[src/rtl/im_lb_pkg.sv]
// Shared types and helpers for the instruction line buffer.
// State encoding, line geometry and address helpers.
package im_lb_pkg;

   typedef enum logic [1:0] {
      IDLE,
      MEM_AR,
      MEM_R,
      RESP
   } state_e;

   localparam int OFFSET_W   = 4;
   localparam int WORD_SEL_W = 2;

   function automatic logic [31:0] line_addr(input logic [31:0] addr);
      return {addr[31:OFFSET_W], {OFFSET_W{1'b0}}};
   endfunction

endpackage

[src/rtl/im_line_buffer_if.sv]
// CPU fetch channel and backing-memory read channel.
// The master side drives the request, the slave side answers.
interface im_fetch_if #(
   parameter int ADDR_W = 32,
   parameter int LINE_W = 128
);
   logic [ADDR_W-1:0] ARADDR_IM;
   logic              ARVALID_IM;
   logic              ARREADY_IM;
   logic [LINE_W-1:0] RDATA_IM;
   logic              RVALID_IM;
   logic              RREADY_IM;

   modport master (
      output ARADDR_IM, ARVALID_IM, RREADY_IM,
      input  ARREADY_IM, RDATA_IM, RVALID_IM
   );

   modport slave (
      input  ARADDR_IM, ARVALID_IM, RREADY_IM,
      output ARREADY_IM, RDATA_IM, RVALID_IM
   );
endinterface

interface im_mem_if #(
   parameter int ADDR_W = 32,
   parameter int LINE_W = 128
);
   logic [ADDR_W-1:0] mem_araddr;
   logic              mem_arvalid;
   logic              mem_arready;
   logic [LINE_W-1:0] mem_rdata;
   logic              mem_rvalid;
   logic              mem_rready;

   modport master (
      output mem_araddr, mem_arvalid, mem_rready,
      input  mem_arready, mem_rdata, mem_rvalid
   );

   modport slave (
      input  mem_araddr, mem_arvalid, mem_rready,
      output mem_arready, mem_rdata, mem_rvalid
   );
endinterface

[src/rtl/im_lb_store.sv]
// Direct-mapped tag/valid/data array of the line buffer.
// Combinational lookup, single-entry fill, clear-all invalidate.
module im_lb_store
   import im_lb_pkg::*;
#(
   parameter int NUM_LINES = 4,
   parameter int ADDR_W    = 32,
   parameter int LINE_W    = 128
) (
   input  logic              clk,
   input  logic              rst,
   input  logic [ADDR_W-1:0] rd_addr,
   output logic              rd_hit,
   output logic [LINE_W-1:0] rd_line,
   input  logic              we,
   input  logic [ADDR_W-1:0] wr_addr,
   input  logic [LINE_W-1:0] wr_line,
   input  logic              inv
);

   localparam int IDX_W = $clog2(NUM_LINES);
   localparam int TAG_W = ADDR_W - OFFSET_W - IDX_W;

   logic [NUM_LINES-1:0] valid_q, valid_d;
   logic [TAG_W-1:0]     tag_q  [NUM_LINES];
   logic [TAG_W-1:0]     tag_d  [NUM_LINES];
   logic [LINE_W-1:0]    data_q [NUM_LINES];
   logic [LINE_W-1:0]    data_d [NUM_LINES];

   logic [IDX_W-1:0] rd_idx, wr_idx;
   logic [TAG_W-1:0] rd_tag, wr_tag;
   logic             unused_bits;

   assign rd_idx = rd_addr[OFFSET_W +: IDX_W];
   assign rd_tag = rd_addr[ADDR_W-1 -: TAG_W];
   assign wr_idx = wr_addr[OFFSET_W +: IDX_W];
   assign wr_tag = wr_addr[ADDR_W-1 -: TAG_W];
   assign unused_bits = ^{rd_addr[OFFSET_W-1:0], wr_addr[OFFSET_W-1:0]};

   assign rd_hit  = valid_q[rd_idx] && (tag_q[rd_idx] == rd_tag);
   assign rd_line = data_q[rd_idx];

   // Invalidate overrides a coincident fill so the entry stays invalid.
   always_comb begin
      valid_d = valid_q;
      tag_d   = tag_q;
      data_d  = data_q;
      if (we) begin
         valid_d[wr_idx] = 1'b1;
         tag_d[wr_idx]   = wr_tag;
         data_d[wr_idx]  = wr_line;
      end
      if (inv) valid_d = '0;
   end

   always_ff @(posedge clk or posedge rst) begin
      if (rst) valid_q <= '0;
      else     valid_q <= valid_d;
   end

   always_ff @(posedge clk) begin
      tag_q  <= tag_d;
      data_q <= data_d;
   end

endmodule

[src/rtl/im_line_buffer.sv]
// Instruction line buffer: serves fetch words from cached 16-byte
// lines, refilling from memory one line at a time on a miss.
module im_line_buffer
   import im_lb_pkg::*;
#(
   parameter int NUM_LINES = 4,
   parameter int ADDR_W    = 32,
   parameter int LINE_W    = 128
) (
   input  logic        clk,
   input  logic        rst,
   im_fetch_if.slave   cpu,
   im_mem_if.master    mem,
   input  logic        invalidate,
   output logic [31:0] hit_count,
   output logic [31:0] miss_count
);

   state_e            state_q, state_d;
   logic [ADDR_W-1:0] addr_q, addr_d;
   logic [31:0]       word_q, word_d;
   logic [31:0]       hit_q, hit_d;
   logic [31:0]       miss_q, miss_d;

   logic              accept;
   logic              fill;
   logic              lk_hit;
   logic [LINE_W-1:0] lk_line;

   im_lb_store #(
      .NUM_LINES (NUM_LINES),
      .ADDR_W    (ADDR_W),
      .LINE_W    (LINE_W)
   ) u_store (
      .clk     (clk),
      .rst     (rst),
      .rd_addr (cpu.ARADDR_IM),
      .rd_hit  (lk_hit),
      .rd_line (lk_line),
      .we      (fill),
      .wr_addr (addr_q),
      .wr_line (mem.mem_rdata),
      .inv     (invalidate)
   );

   // In RESP a new request rides on the response handshake.
   assign cpu.ARREADY_IM = (state_q == IDLE)
                         | ((state_q == RESP) & cpu.RREADY_IM);
   assign accept = cpu.ARVALID_IM & cpu.ARREADY_IM;

   assign cpu.RVALID_IM   = (state_q == RESP);
   assign cpu.RDATA_IM    = {{(LINE_W-32){1'b0}}, word_q};
   assign mem.mem_araddr  = line_addr(addr_q);
   assign mem.mem_arvalid = (state_q == MEM_AR);
   assign mem.mem_rready  = (state_q == MEM_R);
   assign hit_count       = hit_q;
   assign miss_count      = miss_q;

   always_comb begin
      state_d = state_q;
      addr_d  = addr_q;
      word_d  = word_q;
      hit_d   = hit_q;
      miss_d  = miss_q;
      fill    = 1'b0;
      unique case (1'b1)
         state_q == MEM_AR: begin
            if (mem.mem_arready) state_d = MEM_R;
         end
         state_q == MEM_R: begin
            if (mem.mem_rvalid) begin
               fill    = 1'b1;
               word_d  = mem.mem_rdata[
                  {addr_q[OFFSET_W-1 -: WORD_SEL_W], 5'd0} +: 32];
               state_d = RESP;
            end
         end
         state_q == RESP: begin
            if (cpu.RREADY_IM) state_d = IDLE;
         end
         default: ;
      endcase
      if (accept) begin
         addr_d = cpu.ARADDR_IM;
         if (lk_hit) begin
            word_d  = lk_line[
               {cpu.ARADDR_IM[OFFSET_W-1 -: WORD_SEL_W], 5'd0} +: 32];
            state_d = RESP;
            hit_d   = hit_q + 32'd1;
         end else begin
            state_d = MEM_AR;
            miss_d  = miss_q + 32'd1;
         end
      end
   end

   always_ff @(posedge clk or posedge rst) begin
      if (rst) begin
         state_q <= IDLE;
         addr_q  <= '0;
         word_q  <= '0;
         hit_q   <= '0;
         miss_q  <= '0;
      end else begin
         state_q <= state_d;
         addr_q  <= addr_d;
         word_q  <= word_d;
         hit_q   <= hit_d;
         miss_q  <= miss_d;
      end
   end

endmodule

[src/flat_wrapper.sv]
// flat-port wrapper written by rule: the top's interface ports become plain ports
module im_line_buffer_flat import im_lb_pkg::*;
#(
   parameter int NUM_LINES = 4,
   parameter int ADDR_W    = 32,
   parameter int LINE_W    = 128
)
  (clk, rst, invalidate, hit_count, miss_count, cpu_ARADDR_IM, cpu_ARVALID_IM, cpu_RREADY_IM, cpu_ARREADY_IM, cpu_RDATA_IM, cpu_RVALID_IM, mem_mem_araddr, mem_mem_arvalid, mem_mem_rready, mem_mem_arready, mem_mem_rdata, mem_mem_rvalid);
  im_fetch_if #(.ADDR_W(ADDR_W), .LINE_W(LINE_W)) cpu_i ();
  im_mem_if #(.ADDR_W(ADDR_W), .LINE_W(LINE_W)) mem_i ();
  input  logic clk;
  input  logic rst;
  input  logic invalidate;
  output logic [31:0] hit_count;
  output logic [31:0] miss_count;
  input wire logic [$bits(cpu_i.ARADDR_IM)-1:0] cpu_ARADDR_IM;
  input wire logic [$bits(cpu_i.ARVALID_IM)-1:0] cpu_ARVALID_IM;
  input wire logic [$bits(cpu_i.RREADY_IM)-1:0] cpu_RREADY_IM;
  output wire logic [$bits(cpu_i.ARREADY_IM)-1:0] cpu_ARREADY_IM;
  output wire logic [$bits(cpu_i.RDATA_IM)-1:0] cpu_RDATA_IM;
  output wire logic [$bits(cpu_i.RVALID_IM)-1:0] cpu_RVALID_IM;
  output wire logic [$bits(mem_i.mem_araddr)-1:0] mem_mem_araddr;
  output wire logic [$bits(mem_i.mem_arvalid)-1:0] mem_mem_arvalid;
  output wire logic [$bits(mem_i.mem_rready)-1:0] mem_mem_rready;
  input wire logic [$bits(mem_i.mem_arready)-1:0] mem_mem_arready;
  input wire logic [$bits(mem_i.mem_rdata)-1:0] mem_mem_rdata;
  input wire logic [$bits(mem_i.mem_rvalid)-1:0] mem_mem_rvalid;
  assign cpu_i.ARADDR_IM = cpu_ARADDR_IM;
  assign cpu_i.ARVALID_IM = cpu_ARVALID_IM;
  assign cpu_i.RREADY_IM = cpu_RREADY_IM;
  assign cpu_ARREADY_IM = cpu_i.ARREADY_IM;
  assign cpu_RDATA_IM = cpu_i.RDATA_IM;
  assign cpu_RVALID_IM = cpu_i.RVALID_IM;
  assign mem_mem_araddr = mem_i.mem_araddr;
  assign mem_mem_arvalid = mem_i.mem_arvalid;
  assign mem_mem_rready = mem_i.mem_rready;
  assign mem_i.mem_arready = mem_mem_arready;
  assign mem_i.mem_rdata = mem_mem_rdata;
  assign mem_i.mem_rvalid = mem_mem_rvalid;
  im_line_buffer #(.NUM_LINES(NUM_LINES), .ADDR_W(ADDR_W), .LINE_W(LINE_W)) u_core (.clk(clk), .rst(rst), .cpu(cpu_i), .mem(mem_i), .invalidate(invalidate), .hit_count(hit_count), .miss_count(miss_count));
endmodule
[config.mk]
export PLATFORM = sky130hd
export DESIGN_NAME = im_line_buffer_flat
export DESIGN_NICKNAME = d
export VERILOG_FILES = /design/src/rtl/im_lb_pkg.sv /design/src/rtl/im_line_buffer_if.sv /design/src/rtl/im_lb_store.sv /design/src/rtl/im_line_buffer.sv /design/src/flat_wrapper.sv
export SDC_FILE = /design/constraint.sdc
export NUM_CORES = 1
export LEC_CHECK = 0
export ABC_AREA = 1
export CAP_MARGIN = 25
export CORE_ASPECT_RATIO = 0.5
export CORE_MARGIN = 2
export CORE_UTILIZATION = 56
export CTS_CLUSTER_DIAMETER = 120
export DETAILED_ROUTE_END_ITERATION = 10
export PLACE_DENSITY_LB_ADDON = 0.05
export SLEW_MARGIN = 20
export SYNTH_ARGS = -nofsm -noshare
export SYNTH_HDL_FRONTEND = slang
export SYNTH_SLANG_ARGS = --single-unit
[constraint.sdc]
create_clock -name clk -period 14.65 [get_ports clk]
set_input_delay 1.465 -clock clk [delete_from_list [all_inputs] [get_ports clk]]
set_output_delay 1.465 -clock clk [all_outputs]
set_load 0.02 [all_outputs]
# Word-level counts from Yosys, hierarchy flattened
# Cells that the tools add are included.
# W data, S select, Z words.
# word_totals
ff_bits,750
input_bits,167
word_cells,77
# op_classes
n_addsub,2
n_mux,30
eq_ne,7
order_cmp,6
reduce_logical,9
n_bitwise,7
n_shift,2
# op_table
cell,n
$bwmux W512,1
$mux W128,3
$bmux W128 S2,1
$demux W128 S2,1
$shiftx A128 B8 Y32,2
$mux W32,4
$bwmux W104,1
$mux W26,3
$add A32 B1 Y32 const B,2
$bmux W26 S2,1
$demux W26 S2,1
$eq A26 B26 Y1,1
$mux W2,5
$mux W4,2
$ge A3 B3 Y1 const B,2
$lt A2 B3 Y1 const B,2
$ne A3 B1 Y1 const B,2
$not A2 Y3,2
$pmux W2 S3,1
$eq A2 B2 Y1 const B,2
$mux W1,4
$or A4 B4 Y4,1
$reduce_and A2 Y1,2
$reduce_and A4 Y1,1
13 further kinds,16

# Longest topological paths before layout
# logic_depth
word_depth,8
ltp_mapped,18
ltp_nobuf,15

# Cells and area by module
# A second synthesis with hierarchy kept.
# hier_totals
hier_cells,3111
area_unflattened_um2,32855.3
# modules_own_cells
module,seq_area_each_um2,area_each_um2,cells_per_inst,n_inst
im_lb_store,18597.8,23438.7,1678,1
im_line_buffer,3253.1,9416.5,1433,1

# Least setup slack after synthesis
# OpenSTA, ideal clock, no wires.
# synth_path
kind,in2reg
start,input port mem_mem_rvalid
end,register u_core.u_store.data_q[256] in the netlist's numbering (enable)
n_path_buf,0
arrival_ns,12.029
path_stages,2
setup_slack_ns,1.762
required_ns,13.791
cell_sequence,nand2_1 nor3_1
# synth_between
elab_chain_len,2
# synth_rtl
item,line_no,source
from (decl),flat_wrapper.sv:27,input wire logic [$bits(mem_i.mem_rvalid)-1:0] mem_mem_rvalid;
$mux W1,im_line_buffer.sv:71,if (mem.mem_rvalid) begin
$mux W1,im_line_buffer.sv:66,unique case (1'b1)
to (signal assigned),im_lb_store.sv:63,data_q <= data_d;
to (decl),im_lb_store.sv:27,logic [LINE_W-1:0] data_q [NUM_LINES];
# No other way between the ends.
# A chain may end at the register's enable or synchronous reset.

# Final worst setup path
# layout_path
start,input port cpu_ARADDR_IM[4]
end,register u_core.miss_q[2] (netlist: u_core.miss_count[2])
# layout_between
elab_chain_len,8
elab_cells_between_ends,10
classes_between,1 x eq/ne; 5 x mux; 2 x bitwise; 2 x reduce/logical
# layout_rtl
item,line_no,source
from (decl),flat_wrapper.sv:16,input wire logic [$bits(cpu_i.ARADDR_IM)-1:0] cpu_ARADDR_IM;
$not A2 Y3 (implied by the code),im_lb_store.sv:40,assign rd_hit = valid_q[rd_idx] && (tag_q[rd_idx] == rd_tag);
$bmux W26 S2,im_lb_store.sv:40,
$mux W26 (implied by the code) (2 in a row),im_lb_store.sv:40,
$eq A26 B26 Y1,im_lb_store.sv:40,
$logic_and A1 B1 Y1 *,im_lb_store.sv:40,
$not A1 Y1 (no line) *,--,
$reduce_and A2 Y1 (no line) *,--,
to (signal assigned),im_line_buffer.sv:109,miss_q <= miss_d;
to (decl),im_line_buffer.sv:23,"logic [31:0] miss_q, miss_d;"
# Every way passes the cells marked *; elsewhere a longest branch is shown, timed or not. The select of a mux whose other input is x is not followed.

==> impl_results.md <==
* Synth area leaders: edfxtp_1 (55%), dfrtp_1 (9.9%), nand2_1 (6.3%), o21ai_0 (5.4%), nor2_1 (4.2%)
* Synth cell types at 31
* DR vias/cell at between 5 and 6
* HP Class: flop to flop
* Slew of the pin with the lowest slew margin at 1.23 ns
* Crit-path max FO at between 200 and 250
* Fmax at about 220 MHz
* Peak supply drop at around 88 uV
* Post-synthesis register bit count at approximately 750
* DRC Markers at 0
* Synth async-reset ratio at between 10% and 20%
* Post-CTS sizing at 0
* Top-Level Pins at 395
* Die height at about 180 um
* WHS Path Cells at 2
* Combinational Power Share at approximately a fifth
* CTS clk-pin slew, worst paths at 0.06 ns
* Post-synth top area share at around 55%
* Arr. time, crit path at 5.11 ns
* Setup TNS at 0 ns
* GRT Total Usage at approximately 29%
* WS Path Type: primary input to flop
* Register area at between 20,000 and 25,000 um2
* Die area at between 60,000 and 70,000 um2
* Hold_buf cts at 0
* Leak at around 14 nW
* Deepest clock path buffer count at 3
* Final Critical Period at approximately 4.6 ns
* Clock Latency Late Sink at 0.60 ns
* DR WL/cell at between 20 and 25 um
* # clock sinks at roughly 750
* End point of the critical path: u_core.miss_count[2]$_DFFE_PP0P_
* Total CTS buffers at slightly below 70
* Via count at 23,700
* Total grt overflow at 0
* Final slew viol count at 0
* RSZ-0062 raised after global routing: no
* WP data required at between 15 and 20 ns
* Core footprint at between 50,000 and 60,000 um2
* Vias in the first global route at between 20,000 and 25,000
* Critical Path Source: cpu_ARADDR_IM[4]
* Crit path capture type: flop
* Placed instance count at roughly 4,000
* Initial antenna violation count at 9
* GPL Wtd Cong at ~0.9
* Worst slew margin relative to its limit at a little under a fifth
* Largest net degree at the start of global routing at about 230
* Status: complete, no violations
* Top cell type by total area after synthesis: edfxtp_1
* DR pass1 iterations at 5
* Max_cap viols at 0
* FF-to-FF setup slack at between 10 and 15 ns
* Register area share after synthesis at roughly two thirds
* H-tree levels at 3
* Placed Instance Area at roughly 36,000 um2
* Initial Util at a little under three fifths
* R2r worst-path depth at 11
* CTS root buf: clkbuf_16
* Post-Synthesis Cells at 3,097
* Sequential group share of total power at 47.9%
* P_int at just over 4 mW
* WL final at 89,200 um
* Final non-filler cell total at about 4,100
* Sw power at around 1.7 mW
* Share of the cycle needed by the critical path after routing at 31.2%
* Most frequent cells after synthesis: edfxtp_1 (616), nand2_1 (564), nor2_1 (371), o21ai_0 (360), nand3_1 (244)
* Top FF cell, synth: edfxtp_1
* Starting DRC count in detailed routing at 2,055
* Final hold vios at 0
* Post-synth EDFFs at 616
* Post-synthesis cell area at between 30,000 and 40,000 um2
* FP Rows at 63
* Most common cell in the synthesized netlist: edfxtp_1
* Filler cells at around 4,600
* Syn_area_per_cell at roughly 11 um2
* DIE WIDTH at approximately 350 um
* CP startpoint kind: primary input
* Setup-failing EPs final at 0
* Power density cells at 149 nW/um2
* DP Wirelength at roughly 50,000 um
* Synth warn at 0
* Antenna Nets Post-Route at 0
* Switching share of power at 29.7%
* Post-CTS setup buffers at 0
* First-pass GRT wire length at approximately 130,000 um
* Layout cells sized above 1 at 4.47%
* R2R Path Start: u_core.state_q[0]$_DFFE_PP0P_
* Fin nets at 3,455
* Final Cell Area at 38,500 um2
* Synthesis-to-finish area growth at 15.3%
* Clock skew at around 0.026 ns
* CTS tree: built
* Multi-input gate area at roughly 9700 um2
* Clk network pwr share at a little under a third
* IO buf count at around 290
* Worst R2R End: u_core.miss_count[2]$_DFFE_PP0P_
[power by group through the flow]
stage / Clock [mW] / Sequential [mW] / Combinational (mW)
2_1_floorplan: 0 / 2.85 / 0.684
5_1_grt: 1.93 / 2.77 / 1.27
6_report: 1.82 / 2.75 / 1.17
3_3_place_gp: 0 / 2.78 / 1.15
3_5_place_dp: 0 / 2.79 / 1.16
4_1_cts: 1.85 / 2.75 / 1.17
[cell families (layout without fill, tap and decap cells)]
| kind of cell | Yosys count | after routing | synth area share, % |
|---|---|---|---|
| AND/OR/NAND/NOR | 1236 | 1236 | 15.2 |
| multiplexers | 32 | 32 | 0.959 |
| other | 1 | 109 | 0.0112 |
| flip-flops | 748 | 748 | 65.3 |
| adder cells (fa/ha/maj) | 6 | 6 | 0.225 |
| XOR/XNOR | 59 | 59 | 1.55 |
| AO/OA/AOI/OAI | 552 | 552 | 9.84 |
| buffers and inverters | 463 | 601 | 6.97 |
[critical path, stage by stage]
cell and delay [ns]:
buf_8 0.44, buf_12 0.59, o21ai_0 0.20, o21ai_0 0.30
nand2_1 0.08, nor2_1 0.12, nand2_1 0.07, nor2_2 0.17
nand2_2 0.51, nand2_2 0.75, nand2_1 0.13, nand2_1 0.09
[registers in the layout (all words and copies together), names as in the netlist]
name                    flops
u_core.u_store.data_q     512
u_core.u_store.tag_q      104
u_core.hit_count           32
u_core.miss_count          32
u_core.word_q              32
u_core.addr_q              30
u_core.u_store.valid_q      4
u_core.state_q              2
[area by class of cell]
type / instances / area share (%)
tap: 780 / 2.53
timing repair buffer: 324 / 8.34
clock buffer: 96 / 5.01
sequential: 748 / 56.6
inverter: 154 / 1.55
clock inverter: 27 / 0.799
multi-input combinational: 1985 / 25.1
antenna: 9 / 0.0585
[routing by layer]
metal	part of all wire [%]	GRT usage [%]	vias to the layer above
met3	7.3	4.63	137
met5	0	0	-
met4	2.6	9.73	0
met2	50	49.0	987
met1	40	38.0	11500
li1	-	-	11000
[worst min path at each step]
stage,slack (ns),start,to
finish,0.50,u_core.u_store.valid_q[0]$_DFFE_PP0P_,u_core.u_store.valid_q[0]$_DFFE_PP0P_
global route,0.55,u_core.u_store.valid_q[1]$_DFFE_PP0P_,u_core.u_store.valid_q[1]$_DFFE_PP0P_
CTS,0.50,u_core.u_store.valid_q[0]$_DFFE_PP0P_,u_core.u_store.valid_q[0]$_DFFE_PP0P_
detailed placement,0.48,u_core.u_store.valid_q[0]$_DFFE_PP0P_,u_core.u_store.valid_q[0]$_DFFE_PP0P_
global placement,0.47,u_core.u_store.valid_q[0]$_DFFE_PP0P_,u_core.u_store.valid_q[0]$_DFFE_PP0P_
floorplan,0.46,u_core.u_store.valid_q[0]$_DFFE_PP0P_,u_core.u_store.valid_q[0]$_DFFE_PP0P_
[placed cells by master (no fill, tap or decap), types with 100 or more instances in the layout]
cell	n
conb_1	100
nand3_1	244
dfrtp_1	130
nor2_1	371
clkdlybuf4s50_1	289
inv_1	146
nand2_1	563
o21ai_0	360
o221ai_1	130
edfxtp_1	616
[metrics by stage]
step | hold WS (ns) | setup WS, ns | util (%) | power [mW]
finish | 0.502 | 10.07 | 65.1 | 5.74
global route | 0.547 | 9.65 | 65.1 | 5.97
CTS | 0.498 | 9.95 | 65.1 | 5.77
detailed placement | 0.484 | 9.32 | 61.3 | 3.95
global placement | 0.474 | 9.40 | 61.3 | 3.93
floorplan | 0.461 | 1.76 | - | 3.54
(Power assumes the default switching activity.)
